[src/rtl/seg_scan_decoder.sv]
// Recovers hex digits from a multiplexed 4-digit 7-segment scan by waiting for a
// stable scan window, then decoding the active digit's segment pattern.
module seg_scan_decoder #(
   parameter int STABLE_CYCLES  = 4,
   parameter int TIMEOUT_CYCLES = 1048576
) (
   input  logic       clk_in,
   input  logic       rst,
   input  logic [3:0] dig,
   input  logic [6:0] seg_n,
   output logic [3:0] digit0,
   output logic [3:0] digit1,
   output logic [3:0] digit2,
   output logic [3:0] digit3,
   output logic [3:0] digit_valid,
   output logic       frame_done,
   output logic       seg_err,
   output logic       stale
);

   localparam int IW = $clog2(TIMEOUT_CYCLES + 1);
   localparam logic [7:0]    STAB_EVAL = 8'(STABLE_CYCLES - 2);
   localparam logic [7:0]    STAB_MAX  = 8'(STABLE_CYCLES - 1);
   localparam logic [IW-1:0] IDLE_LAST = IW'(TIMEOUT_CYCLES - 1);
   localparam logic [IW-1:0] IDLE_SAT  = IW'(TIMEOUT_CYCLES);

   logic [10:0]   samp;
   logic [10:0]   held;
   logic [7:0]    stab_cnt;
   logic [IW-1:0] idle_cnt;
   logic [3:0]    digit_r [4];
   logic [3:0]    seen;

   logic          eval;
   logic          one_hot;
   logic [1:0]    idx;
   logic          dec_ok;
   logic [3:0]    dec_val;
   logic [6:0]    lit;
   logic [3:0]    samp_dig;
   logic [3:0]    seen_next;

   assign samp_dig  = samp[10:7];
   assign lit       = ~samp[6:0];
   assign seen_next = seen | samp_dig;

   assign digit0 = digit_r[0];
   assign digit1 = digit_r[1];
   assign digit2 = digit_r[2];
   assign digit3 = digit_r[3];

   // Evaluation fires on the one edge where the stability count steps onto its
   // saturation value, so a held window is judged exactly once.
   assign eval = (samp == held) && (stab_cnt == STAB_EVAL);

   always_comb begin
      one_hot = 1'b1;
      idx     = 2'd0;
      case (samp_dig)
         4'b0001: idx = 2'd0;
         4'b0010: idx = 2'd1;
         4'b0100: idx = 2'd2;
         4'b1000: idx = 2'd3;
         default: one_hot = 1'b0;
      endcase
   end

   always_comb begin
      dec_ok  = 1'b1;
      dec_val = 4'h0;
      case (lit)
         7'b1111110: dec_val = 4'h0;
         7'b0110000: dec_val = 4'h1;
         7'b1101101: dec_val = 4'h2;
         7'b1111001: dec_val = 4'h3;
         7'b0110011: dec_val = 4'h4;
         7'b1011011: dec_val = 4'h5;
         7'b1011111: dec_val = 4'h6;
         7'b1110000: dec_val = 4'h7;
         7'b1111111: dec_val = 4'h8;
         7'b1111011: dec_val = 4'h9;
         7'b1110111: dec_val = 4'hA;
         7'b0011111: dec_val = 4'hB;
         7'b1001110: dec_val = 4'hC;
         7'b0111101: dec_val = 4'hD;
         7'b1001111: dec_val = 4'hE;
         7'b1000111: dec_val = 4'hF;
         default:    dec_ok  = 1'b0;
      endcase
   end

   always_ff @(posedge clk_in or posedge rst) begin
      if (rst) begin
         samp     <= '0;
         held     <= '0;
         stab_cnt <= '0;
      end else begin
         samp <= {dig, seg_n};
         held <= samp;
         if (samp != held)
            stab_cnt <= '0;
         else if (stab_cnt != STAB_MAX)
            stab_cnt <= stab_cnt + 8'd1;
      end
   end

   // A successful capture takes priority over the timeout on the same edge; the
   // idle counter parks one past the expiry value so stale pulses only once.
   always_ff @(posedge clk_in or posedge rst) begin
      if (rst) begin
         for (int i = 0; i < 4; i++) digit_r[i] <= '0;
         digit_valid <= '0;
         seen        <= '0;
         idle_cnt    <= '0;
         frame_done  <= 1'b0;
         seg_err     <= 1'b0;
         stale       <= 1'b0;
      end else begin
         frame_done <= 1'b0;
         seg_err    <= 1'b0;
         stale      <= 1'b0;
         if (eval && one_hot && dec_ok) begin
            digit_r[idx] <= dec_val;
            digit_valid  <= digit_valid | samp_dig;
            idle_cnt     <= '0;
            if (seen_next == 4'b1111) begin
               frame_done <= 1'b1;
               seen       <= '0;
            end else begin
               seen <= seen_next;
            end
         end else begin
            if (eval && one_hot) begin
               seg_err     <= 1'b1;
               digit_valid <= digit_valid & ~samp_dig;
            end
            if (idle_cnt == IDLE_LAST) begin
               stale       <= 1'b1;
               digit_valid <= '0;
               seen        <= '0;
               idle_cnt    <= IDLE_SAT;
            end else if (idle_cnt != IDLE_SAT) begin
               idle_cnt <= idle_cnt + IW'(1);
            end
         end
      end
   end

endmodule
[config.mk]
export PLATFORM = sky130hd
export DESIGN_NAME = seg_scan_decoder
export DESIGN_NICKNAME = d
export VERILOG_FILES = /design/src/rtl/seg_scan_decoder.sv
export SDC_FILE = /design/constraint.sdc
export NUM_CORES = 1
export LEC_CHECK = 0
export ABC_CLOCK_PERIOD_IN_PS = 4900
export CAP_MARGIN = 20
export CORE_MARGIN = 3
export CORE_UTILIZATION = 40
export CTS_CLUSTER_SIZE = 10
export DETAILED_ROUTE_END_ITERATION = 10
export SYNTH_ARGS = -nofsm -noshare
export SYNTH_HDL_FRONTEND = slang
export SYNTH_SLANG_ARGS = --single-unit
[constraint.sdc]
create_clock -name clk_in -period 4.9 [get_ports clk_in]
set_input_delay 1.47 -clock clk_in [delete_from_list [all_inputs] [get_ports clk_in]]
set_output_delay 1.47 -clock clk_in [all_outputs]
set_load 0.05 [all_outputs]
# --- Word level (Yosys, flattened, before mapping) ---
# Index checks and enable logic that the tools add are counted.
classes:
  mux: 24
  add_sub_neg: 2
  reduce_logical: 10
  order_cmp: 2
  eq_ne: 27
  bitwise: 6
ops:
  columns: ["op", "n"]
  rows:
  - ["== test 7 bit (second input constant)", 12]
  - ["2-to-1 mux 21 bit", 3]
  - ["case mux 4 bit (15 select lines)", 1]
  - ["2-to-1 mux 4 bit", 7]
  - ["adder 21 x 1 -> 21 bit (second input constant)", 1]
  - ["== test 21 x 20 -> 1 bit (second input constant)", 1]
  - ["== test 7 x 6 -> 1 bit (second input constant)", 3]
  - ["!= test 21 bit (second input constant)", 1]
  - ["bitwise mux 16 bit", 1]
  - ["2-to-1 mux 8 bit", 2]
  - ["OR reduction 16 bit", 1]
  - ["== test 11 bit", 1]
  - ["!= test 11 bit", 1]
  - ["adder 8 x 1 -> 8 bit (second input constant)", 1]
  - ["demux 4 bit (select 2 bit)", 1]
  - ["== test 4 bit (second input constant)", 2]
  - ["== test 8 x 2 -> 1 bit (second input constant)", 1]
  - ["2-to-1 mux 1 bit", 8]
  - ["!= test 8 x 2 -> 1 bit (second input constant)", 1]
  - ["OR 4 bit", 2]
  - ["== test 7 x 5 -> 1 bit (second input constant)", 1]
  - ["NOT 7 bit", 1]
  - ["case mux 2 bit (3 select lines)", 1]
  - ["nonzero test 3 bit", 2]
  - ["other kinds (11)", 15]
totals:
  elab_cells: 84
  ff_bits: 78
  in_bits: 13
  out_inout_bits: 23

# --- Depth between registers and ports, before layout ---
# Gate-level depths: netlist (run 1).
logic_depth:
  word_depth: 8
  mapped_depth: 9
  depth_no_buf: 7

# --- Least setup slack after synthesis (run 1) ---
# Ideal clock, no wire load.
synth_path:
  path_kind: "reg2reg"
  startpoint: "register stab_cnt[3]"
  endpoint: "register seen[0]"
  synth_period_minus_slack_ps: 2196
  arrival_ps: 2075
  t_required_ps: 4779
  setup_slack_ps: 2704
  setup_ps: 121
  n_path_buf: 0
  path_stages_with_launch: 7
  cell_sequence: "dfrtp_1 or4_4 nor3_4 o311ai_2 a211oi_4 mux2_2 a22o_1"
synth_between:
  elab_chain_cells: 5
  word_cells_on_any_way: 6
  classes_between: "eq/ne: 1; mux: 1; reduce/logical: 4"
synth_rtl:
  columns: ["element", "line", "text"]
  rows:
  - ["start: declaration", "29", "logic [7:0] stab_cnt;"]
  - ["start signal: assignment", "103", "stab_cnt <= stab_cnt + 8'd1;"]
  - ["== test 8 x 2 -> 1 bit (*)", "54", "assign eval = (samp == held) && (stab_cnt == STAB_EVAL);"]
  - ["logical AND 1 bit (*)", "54", null]
  - ["logical AND 1 bit (*) (2 in a row)", "122", "if (eval && one_hot && dec_ok) begin"]
  - ["2-to-1 mux 4 bit / nonzero test 2 bit (equally long branches)", null, null]
  - ["end signal: assignment", "130", "seen <= seen_next;"]
  - ["end: declaration", "32", "logic [3:0] seen;"]
# Every way passes the cells marked *; elsewhere a longest branch is shown, timed or not.
# A chain may end at the register's enable or synchronous reset.

# --- Final worst setup path (run 1) ---
layout_path:
  startpoint: "register samp[6]"
  endpoint: "register idle_cnt[6]"
layout_between:
  elab_chain_cells: 6
  word_cells_on_any_way: 25
  classes_between: "eq/ne: 17; mux: 2; bitwise: 1; reduce/logical: 5"
layout_rtl:
  columns: ["element", "line", "text"]
  rows:
  - ["start: declaration", "27", "logic [10:0] samp;"]
  - ["start signal: assignment", "98", "samp <= {dig, seg_n};"]
  - ["NOT 7 bit", "44", "assign lit = ~samp[6:0];"]
  - ["== test 7 bit (tied with other cells)", "71", "case (lit)"]
  - ["OR reduction 16 bit (no line)", null, null]
  - ["2-to-1 mux 1 bit", "71", null]
  - ["logical AND 1 bit (*)", "122", null]
  - ["nonzero test 3 bit (no line) / 2-to-1 mux 21 bit (equally long branches)", null, null]
  - ["end signal: assignment", "143", "idle_cnt <= idle_cnt + IW'(1);"]
  - ["end: declaration", "30", "logic [IW-1:0] idle_cnt;"]
# Marks and branches as above.

==> metrics.txt, run 1 <==
Clk Latency, worst-skew pair=340 ps; busiest grt layer=met2; final antenna-violating net count=0; Critical R2R Launch=samp[6]; worst slew pin tran=1030 ps; clock slew at reported path FFs=80 ps; worst min path class=flop to flop; post-CTS setup buffers=0; met1 GRT Util=22.6%; htree depth=3; final instance area=0.00433 sq mm; clk buf depth=2; Post-synth EDFFs=0; WL per Instance=15.3 microns; P&R area growth vs syn=17.7%; routability cong.=0.777; initial antenna violation count=0; Core Area=0.00885 sq mm; layout cells sized above 1=11.5%; RSZ-0062 raised after global routing=false; CP Launch Type=flop; IO Pins=36; status=finished clean; Leakage Power=1.90 nW; period utilization=64.9%; cell area power density=287 mW/mm^2; CP Max Fanout=19; initial DRC count=79; GR Util All Layers=16.0%; placed cells=457; die footprint=0.0104 sq mm; Starting Density=41.6%; Fin Hold WS=495 ps; Setup Total Neg Slack=0 ps; largest net degree at the start of global routing=51; M3 GR Usage=5.26%; Chip Height=102 microns; Total Nets Final=378; IO buf count=35; synth warn=0; syn avg cell area=11.3 sq um; total grt overflow=0; clock tree from TritonCTS=yes; ANT cells=0; Final Hold Fails=0; Power, Total=1.24 mW; drt pass-1 iters=4; total number of vias=2491; max_slew headroom=30.2%; Syn Nets=343; Final Slew Violations=0; number of vias per cell=5.26; IR drop worst, VDD=135 uV; pre-CTS WS=1670 ps; Cell Area, Placed=0.00410 sq mm; hold buffers post-CTS=0; minimum clock period=3180 ps; vias in the first global route=2511; Clock Root Buffer=clkbuf_8; PnR worst setup slack=1720 ps; die width=102 microns; detailed placement HPWL=5110 microns; critical path endpoint category=flop; Worst Setup SP=samp[6]; fmax=314 MHz; row cnt=34; met2 Usage GRT=23.1%; Arrival @ worst endpoint=3390 ps; synthesis-stage register bit count=78; Post-Syn Area=0.00368 sq mm; ys flop type=dfrtp_1; Final Core Density=48.9%; # DRC=0; max_cap viols=0; Hold Path Origin=digit0[0]; post-synthesis sequential area ratio=53.0%; Post-Syn Instances=326; Netlist cell types=57; Critical Path RT=5110 ps; final wirelength=7270 microns; CTS buffer count=9; kind of critical path=flop to flop; final instance count without filler cells=474; post-CTS sizing=0; Final Skew=9.67 ps; wire length of the first global-routing pass=12800 microns; # fillers=821; Clock Sinks=78; ys async rst share=100%; setup violators final=0
registers in the layout, indices dropped and copies added, names as in the netlist:
register,flops
idle_cnt,21
frame_done,1
seen,4
digit0,4
digit2,4
stab_cnt,8
digit1,4
seg_err,1
samp,11
digit3,4
held,11
stale,1
digit_valid,4
critical path, stage by stage (launching register included):
cell and delay [ps]:
dfrtp_1 660, xor2_1 140, nor4_1 360, nand3_1 430
a211oi_4 720, nand2b_1 630, nor2_1 120
layer usage:
layer | part of all wire, % | vias to the layer above
met5 | 0 | -
met4 | 1.1 | 0
li1 | - | 1215
met2 | 45 | 39
met1 | 49 | 1230
met3 | 4.6 | 7
layout by cell type (no fill, tap or decap), drive strengths merged, types with 8 or more instances in the layout:
master         Yosys  layout
o21ai              8       8
nor2              39      39
nand2             14      14
nand3             11      11
inv               12      12
nor3               9       9
xor2              27      27
mux2              17      17
dfrtp             78      78
clkdlybuf4s50      0      35
xnor2             10      10
clkbuf             2      12
nand4              8       8
final timing paths:
kind	to	slack (ps)	cells after the start
worst max-delay path	idle_cnt[6]	1720	6
worst min-delay path	digit0[0]	490	1
worst max register to register	idle_cnt[6]	1720	6
worst min register to register	digit0[0]	490	1
max in group asynchronous	frame_done	2580	4
min in group asynchronous	digit3[3]	1480	2
logic make-up (layout without fill, tap and decap cells):
| logic type | after synthesis | in the layout | share of synthesized area, % |
|---|---|---|---|
| mux | 18 | 18 | 5.88 |
| xor+xnor | 37 | 37 | 8.81 |
| simple gates | 124 | 124 | 19.0 |
| fa+ha+maj | 4 | 4 | 1.36 |
| buf+inv | 26 | 66 | 3.54 |
| compound gates | 39 | 39 | 8.33 |
| flops | 78 | 78 | 53.0 |
Yosys cell counts (2+ instances only):
| cell | number | area share [%] |
|---|---|---|
| buf_4 | 2 | 0.41 |
| or3_1 | 3 | 0.51 |
| o2bb2a_1 | 4 | 1.1 |
| nand2_1 | 12 | 1.2 |
| buf_2 | 8 | 1.1 |
| xor2_1 | 27 | 6.4 |
| and2_1 | 6 | 1.0 |
| mux2_1 | 4 | 1.2 |
| clkbuf_1 | 2 | 0.20 |
| nor3_1 | 7 | 0.95 |
| buf_6 | 2 | 0.61 |
| and4_1 | 4 | 0.95 |
| a21oi_1 | 6 | 0.82 |
| nand2b_1 | 4 | 0.68 |
| xnor2_1 | 10 | 2.4 |
| nor2_1 | 39 | 4.0 |
| mux2_4 | 4 | 1.6 |
| or2_2 | 2 | 0.34 |
| o221ai_1 | 2 | 0.48 |
| nor4bb_1 | 3 | 0.82 |
| nand4_1 | 8 | 1.4 |
| a22o_1 | 4 | 0.95 |
| nand2_4 | 2 | 0.61 |
| nor4_1 | 5 | 0.85 |
| nor4b_1 | 3 | 0.71 |
| dfrtp_1 | 78 | 53 |
| inv_1 | 12 | 1.2 |
| a32oi_1 | 2 | 0.48 |
| nand3_1 | 11 | 1.5 |
| o21ai_0 | 8 | 1.1 |
| mux2_2 | 9 | 2.8 |
| nor3b_1 | 2 | 0.41 |
| and3_1 | 4 | 0.68 |
| ha_1 | 4 | 1.4 |
power by group:
part / internal (mW) / total [mW] / switching [mW] / leakage, nW
logic: 0.0237 / 0.0488 / 0.0251 / 0.763
registers: 0.652 / 0.671 / 0.0186 / 1.02
clock network: 0.300 / 0.525 / 0.225 / 0.110
layout make-up:
| class | instances | area, sq um | share of cell area, % |
|---|---|---|---|
| clock buffers | 12 | 145 | 3.35 |
| well taps | 108 | 135 | 3.12 |
| multi-input cells | 222 | 1600 | 36.9 |
| flip-flops and latches | 78 | 1950 | 45.1 |
| clock inverters | 4 | 70.1 | 1.62 |
| inverters | 12 | 45.0 | 1.04 |
| repair buffers | 38 | 385 | 8.90 |
Power figures use the tool's default switching activity.
==> run 2: changes to the inputs <==
- ABC_CLOCK_PERIOD_IN_PS: 4900 -> 2900
- clock period: 4.9 -> 2.9 ns (I/O delays scaled with it)
==> run 2 against run 1 <==
  * Combinational power rose by 76%
  * Wire length rose by 2.3%
  * Setup slack got worse by 1400 ps
  * Via count rose by 0.64%
  * Cell count rose by 0.84%
  * Sequential share of layout area fell by 0.31 points
  * Die area did not move
  * Critical endpoint is now digit0[3]
  * Largest cell class unchanged
  * Critical path depth rose by 1
  * Fmax rose by 25%
==> metrics.txt, run 2 (synthesis results as in run 1) <==
Total Nets Final=382 (+1.1%); max_slew headroom=54.2% (+24 points); WL per Instance=15.6 microns (+1.5%); die footprint=0.0104 sq mm (unchanged); P_int=1.65 mW (+69%); clock power share=42.2% (about the same); Critical Path RT=3130 ps (-1980 ps); IO Pins=36 (unchanged); kind of critical path=flop to flop; status=finished clean; minimum clock period=2560 ps (-627 ps); RSZ-0062 raised after global routing=false; fmax=391 MHz (+25%); Power, Total=2.11 mW (+69%); Clock Root Buffer=clkbuf_8; crit-path cells=nor4bb_1 -> a22oi_1 -> o211a_1 -> a211oi_4 -> buf_4 -> nand2_4 -> mux2_1; max reg flops=21 (unchanged); number of vias per cell=5.24 (-0.20%); period utilization=88.1% (+23 points); hold buffers post-CTS=0 (unchanged); switching share of total power=21.8% (+0.16 points); # DRC=0 (unchanged); final wirelength=7430 microns (+2.3%); Setup Total Neg Slack=0 ps (unchanged); htree depth=3 (unchanged); Starting Density=41.6% (unchanged); vias in the first global route=2591 (+3.2%); detailed placement HPWL=5160 microns (+0.87%); P_sw=459 uW (+71%); post-CTS sizing=0 (unchanged); final antenna-violating net count=0 (unchanged); layout cells sized above 1=12.4% (+0.96 points); total number of vias=2507 (+0.64%); CTS buffer count=9 (unchanged); max_cap viols=0 (unchanged); worst min path class=flop to flop; Clock Sinks=78 (unchanged); Clk Latency, worst-skew pair=350 ps (about the same); worst slew pin tran=679 ps (-355 ps); commonest non-fill, non-tap cell in the layout=dfrtp_1; Largest regs=idle_cnt x21, held x11, samp x11; P&R area growth vs syn=18.5%; clock tree from TritonCTS=yes; row cnt=34 (unchanged); most frequent cells in the layout=dfrtp_1, nor2_1, clkdlybuf4s50_1; clk buf depth=2 (unchanged); die width=102 microns (unchanged); CP Launch Type=flop; cell area power density=483 mW/mm^2 (+68%); # fillers=831 (+1.2%); drt pass-1 iters=4 (unchanged); Core Area=0.00885 sq mm (unchanged); Final Hold Fails=0 (unchanged); combinational group share of total power=4.1% (+0.2 points); crit-path max cell delay=610 ps (-110 ps); Biggest register=idle_cnt; total grt overflow=0 (unchanged); Final Slew Violations=0 (unchanged); wire length of the first global-routing pass=12800 microns (-0.33%); IO buf count=35 (unchanged); largest net degree at the start of global routing=47 (-7.8%); initial antenna violation count=0 (unchanged); post-CTS setup buffers=0 (unchanged); initial DRC count=109 (+38%); ANT cells=0 (unchanged); CP Max Fanout=13 (-6); setup violators final=0 (unchanged); clock slew at reported path FFs=80 ps (about the same); Slowest-stage cell, CP=dfrtp_1; sequential power share=53.7% (-0.2 points); CP top delay family=compound AO/OA/AOI/OAI gates; crit path buf inv count=1 (+1); Leakage Power=1.92 nW (+1.1%); pre-CTS WS=394 ps (-1280 ps); Arrival @ worst endpoint=2780 ps (-610 ps); Chip Height=102 microns (unchanged); Final Skew=6.90 ps (-2.77 ps); PnR worst setup slack=344 ps (-1370 ps); GR Util All Layers=15.9% (-0.095 points); IR drop worst, VDD=240 uV (+78%); routability cong.=0.857 (+10%); critical path endpoint category=flop; r2r setup slk=340 ps (-1370 ps)
==> run 2: cell types whose count changed in the layout (fill, tap and decap cells not counted) <==
cell   previous run  this run
buf_4             2         6
==> run 2: path summary, 6_finish.rpt <==
| path | cells after the start | start | to |
|---|---|---|---|
| setup reg to reg | 7 | samp[5] | digit0[3] |
| hold reg to reg | 1 | seen[2] | seen[2] |
| max in group asynchronous | 3 | rst | held[4] |
| setup / recovery | 7 | samp[5] | digit0[3] |
| min in group asynchronous | 2 | rst | digit3[3] |
| hold / removal | 1 | seen[2] | seen[2] |
==> run 2: area by class of cell <==
type	count	area, sq um	share of cell area, %
flip-flops and latches	78	1950	44.8
multi-input cells	222	1600	36.6
repair buffers	42	415	9.53
clock buffers	12	145	3.33
well taps	108	135	3.10
clock inverters	4	70.1	1.61
inverters	12	45.0	1.03
==> run 2: metal layers <==
metal | vias up | wire (microns) | track usage (%)
met5 | - | 0 | 0
met4 | 0 | 117 | 5.45
met3 | 11 | 288 | 4.78
met2 | 40 | 3450 | 24.5
met1 | 1236 | 3580 | 21.4
li1 | 1220 | - | -
==> run 2: per-stage QoR <==
stage | std cells | cell area [sq um] | util, % | hold slack (ps)
global route | 478 | 4360 | 49.3 | 519
detailed placement | 462 | 4150 | 46.8 | 482
finish | 478 | 4360 | 49.3 | 507
global placement | 462 | 4150 | 46.8 | 482
floorplan | 326 | 3680 | - | 349
CTS | 478 | 4360 | 49.3 | 508
==> run 2: power groups by stage <==
stage	Clock, mW	Sequential [mW]	Combinational, mW
final	0.890	1.13	0.0858
after global routing	0.975	1.14	0.0975
after CTS	0.927	1.13	0.0884
after detailed placement	0	1.15	0.0875
after global placement	0	1.15	0.0883
after floorplan	0	1.13	0.0701
==> run 3: changes to the inputs <==
- ABC_CLOCK_PERIOD_IN_PS: 2900 -> 3100
- CTS_CLUSTER_SIZE: 10 -> not set
- clock period: 2.9 -> 3.1 ns (I/O delays scaled with it)
==> run 3 against run 2 <==
  * Setup slack improved by 170 ps
  * Utilization increased by 0.16 points
  * Critical endpoint is now digit2[1]
  * Design area up 0.32%
  * Count of clock-buffer cells in the layout fell by 1
  * Wire length is 1.2% lower
  * Clock power is 0.8% higher
  * Clock skew is 1.8 ps higher
  * Combinational power fell by 9.0%
  * Sequential share of layout area down 0.14 points
  * First-iteration DRC count increased by 0.92%
  * Register-to-register slack improved by 170 ps
  * Largest power group unchanged
  * Highest routed layer unchanged
==> metrics.txt, run 3 (synthesis results as in run 1) <==
clk buf depth=2 (unchanged); # fillers=840 (+1.1%); die width=102 microns (unchanged); IO Pins=36 (unchanged); drt pass-1 iters=4 (unchanged); critical path endpoint category=flop; worst min path class=flop to flop; max reg flops=21 (unchanged); status=finished clean; CTS buffer count=9 (unchanged); fmax=387 MHz (-1.2%); Final Skew=8.72 ps (+1.81 ps); Clock Root Buffer=clkbuf_8; Hold Path Origin=seen[0]; commonest non-fill, non-tap cell in the layout=dfrtp_1; post-CTS setup buffers=0 (unchanged); vias in the first global route=2510 (-3.1%); hold buffers post-CTS=0 (unchanged); Arrival @ worst endpoint=2810 ps (+30 ps); final antenna-violating net count=0 (unchanged); Total Nets Final=381 (-0.26%); initial DRC count=110 (+0.92%); GR Util All Layers=15.5% (-0.36 points); P&R area growth vs syn=18.9%; Hold Path Depth=1 (unchanged); setup violators final=0 (unchanged); CP Launch Type=flop; die footprint=0.0104 sq mm (unchanged); Storage cell area=0.00195 sq mm (unchanged); max_cap viols=0 (unchanged); combinational group share of total power=3.8% (-0.3 points); most frequent cells in the layout=dfrtp_1, nor2_1, clkdlybuf4s50_1; Final Slew Violations=0 (unchanged); reg2reg path depth=7 (unchanged); Final Hold Fails=0 (unchanged); Clock Sinks=78 (unchanged); detailed placement HPWL=5170 microns (+0.30%); cell area power density=465 mW/mm^2 (-3.7%); wire length of the first global-routing pass=12600 microns (-1.6%); minimum clock period=2590 ps (+31.3 ps); area of the multi-input gates=0.00160 sq mm (unchanged); routability cong.=0.848 (-1.0%); final instance count without filler cells=476 (-0.42%); Critical Path RT=3330 ps (+200 ps); Fin Hold WS=501 ps (-5.52 ps); number of vias per cell=5.25 (+0.14%); Biggest register=idle_cnt; Clk Latency, worst-skew pair=340 ps (about the same); placed cells=461 (-0.22%); row cnt=34 (unchanged); IR drop worst, VDD=215 uV (-10%); largest net degree at the start of global routing=34 (-28%); Core Area=0.00885 sq mm (unchanged); Critical R2R Launch=samp[3]; ANT cells=0 (unchanged); WL per Instance=15.4 microns (-0.77%); P_int=1.62 mW (-1.8%); layout cells sized above 1=12.2% (-0.20 points); clock slew at reported path FFs=70 ps (about the same); post-CTS sizing=0 (unchanged); clock tree from TritonCTS=yes; Largest regs=idle_cnt x21, held x11, samp x11; Starting Density=41.6% (unchanged); Hold EP=seen[0]; switching share of total power=20.4% (-1.3 points); period utilization=83.4% (-4.7 points); clock power share=44.1% (+1.9 points); RSZ-0062 raised after global routing=false; # DRC=0 (unchanged); Leakage Power=1.92 nW (+0.22%); initial antenna violation count=0 (unchanged); Setup Total Neg Slack=0 ps (unchanged); total grt overflow=0 (unchanged); final wirelength=7350 microns (-1.2%); Worst R2R End=digit2[1]; IO buf count=35 (unchanged); r2r setup slk=510 ps (+170 ps); total number of vias=2500 (-0.28%); CP Max Fanout=16 (+3); htree depth=3 (unchanged); max_slew headroom=52.9% (-1.3 points); sequential power share=52.1% (-1.6 points); P_sw=416 uW (-9.4%); worst slew pin tran=699 ps (+19.5 ps); kind of critical path=flop to flop; Chip Height=102 microns (unchanged)
run 3: cell type report:
class | count | area share, %
flip-flops and latches | 78 | 44.6
multi-input cells | 222 | 36.5
repair buffers | 41 | 9.32
clock buffers | 11 | 3.23
well taps | 108 | 3.09
clock inverters | 4 | 2.17
inverters | 12 | 1.03
run 3: worst max path at each step:
| stage | start | end | depth (start not counted) |
|---|---|---|---|
| global placement | samp[3] | digit2[2] | 7 |
| CTS | samp[3] | digit2[0] | 7 |
| floorplan | rst | digit0[0] | 1 |
| finish | samp[3] | digit2[1] | 7 |
| detailed placement | samp[3] | digit2[1] | 7 |
| global route | samp[3] | digit2[0] | 7 |
run 3: metal layers:
| layer | GRT usage (%) | up-vias | wire, microns |
|---|---|---|---|
| li1 | - | 1212 | - |
| met1 | 22.3 | 1233 | 3630 |
| met2 | 23.4 | 50 | 3340 |
| met3 | 4.03 | 5 | 292 |
| met4 | 4.24 | 0 | 76 |
| met5 | 0 | - | 0 |
run 3: stage by stage:
step           utilization [%]  power, mW  area, sq um  worst slack, ps
2_1_floorplan                -       1.13         3680              175
3_3_place_gp              46.8       1.16         4140              593
3_5_place_dp              46.8       1.16         4140              530
4_1_cts                   49.4       2.07         4370              518
5_1_grt                   49.4       2.12         4370              328
6_report                  49.4       2.04         4370              513
run 3: power by group through the flow:
| stage | clock network [mW] | logic, mW | registers (mW) |
|---|---|---|---|
| after floorplan | 0 | 0.0656 | 1.06 |
| after CTS | 0.927 | 0.0808 | 1.06 |
| after global placement | 0 | 0.0805 | 1.08 |
| final | 0.897 | 0.0781 | 1.06 |
| after global routing | 0.968 | 0.0889 | 1.06 |
| after detailed placement | 0 | 0.0800 | 1.08 |
run 3: worst max-delay path, cell delays in order, from the launching register on:
cell and delay (ps):
dfrtp_1 550, nor3_1 420, o221ai_1 190, and4_1 240
a211oi_4 330, buf_4 250, nand2_1 170, mux2_2 320
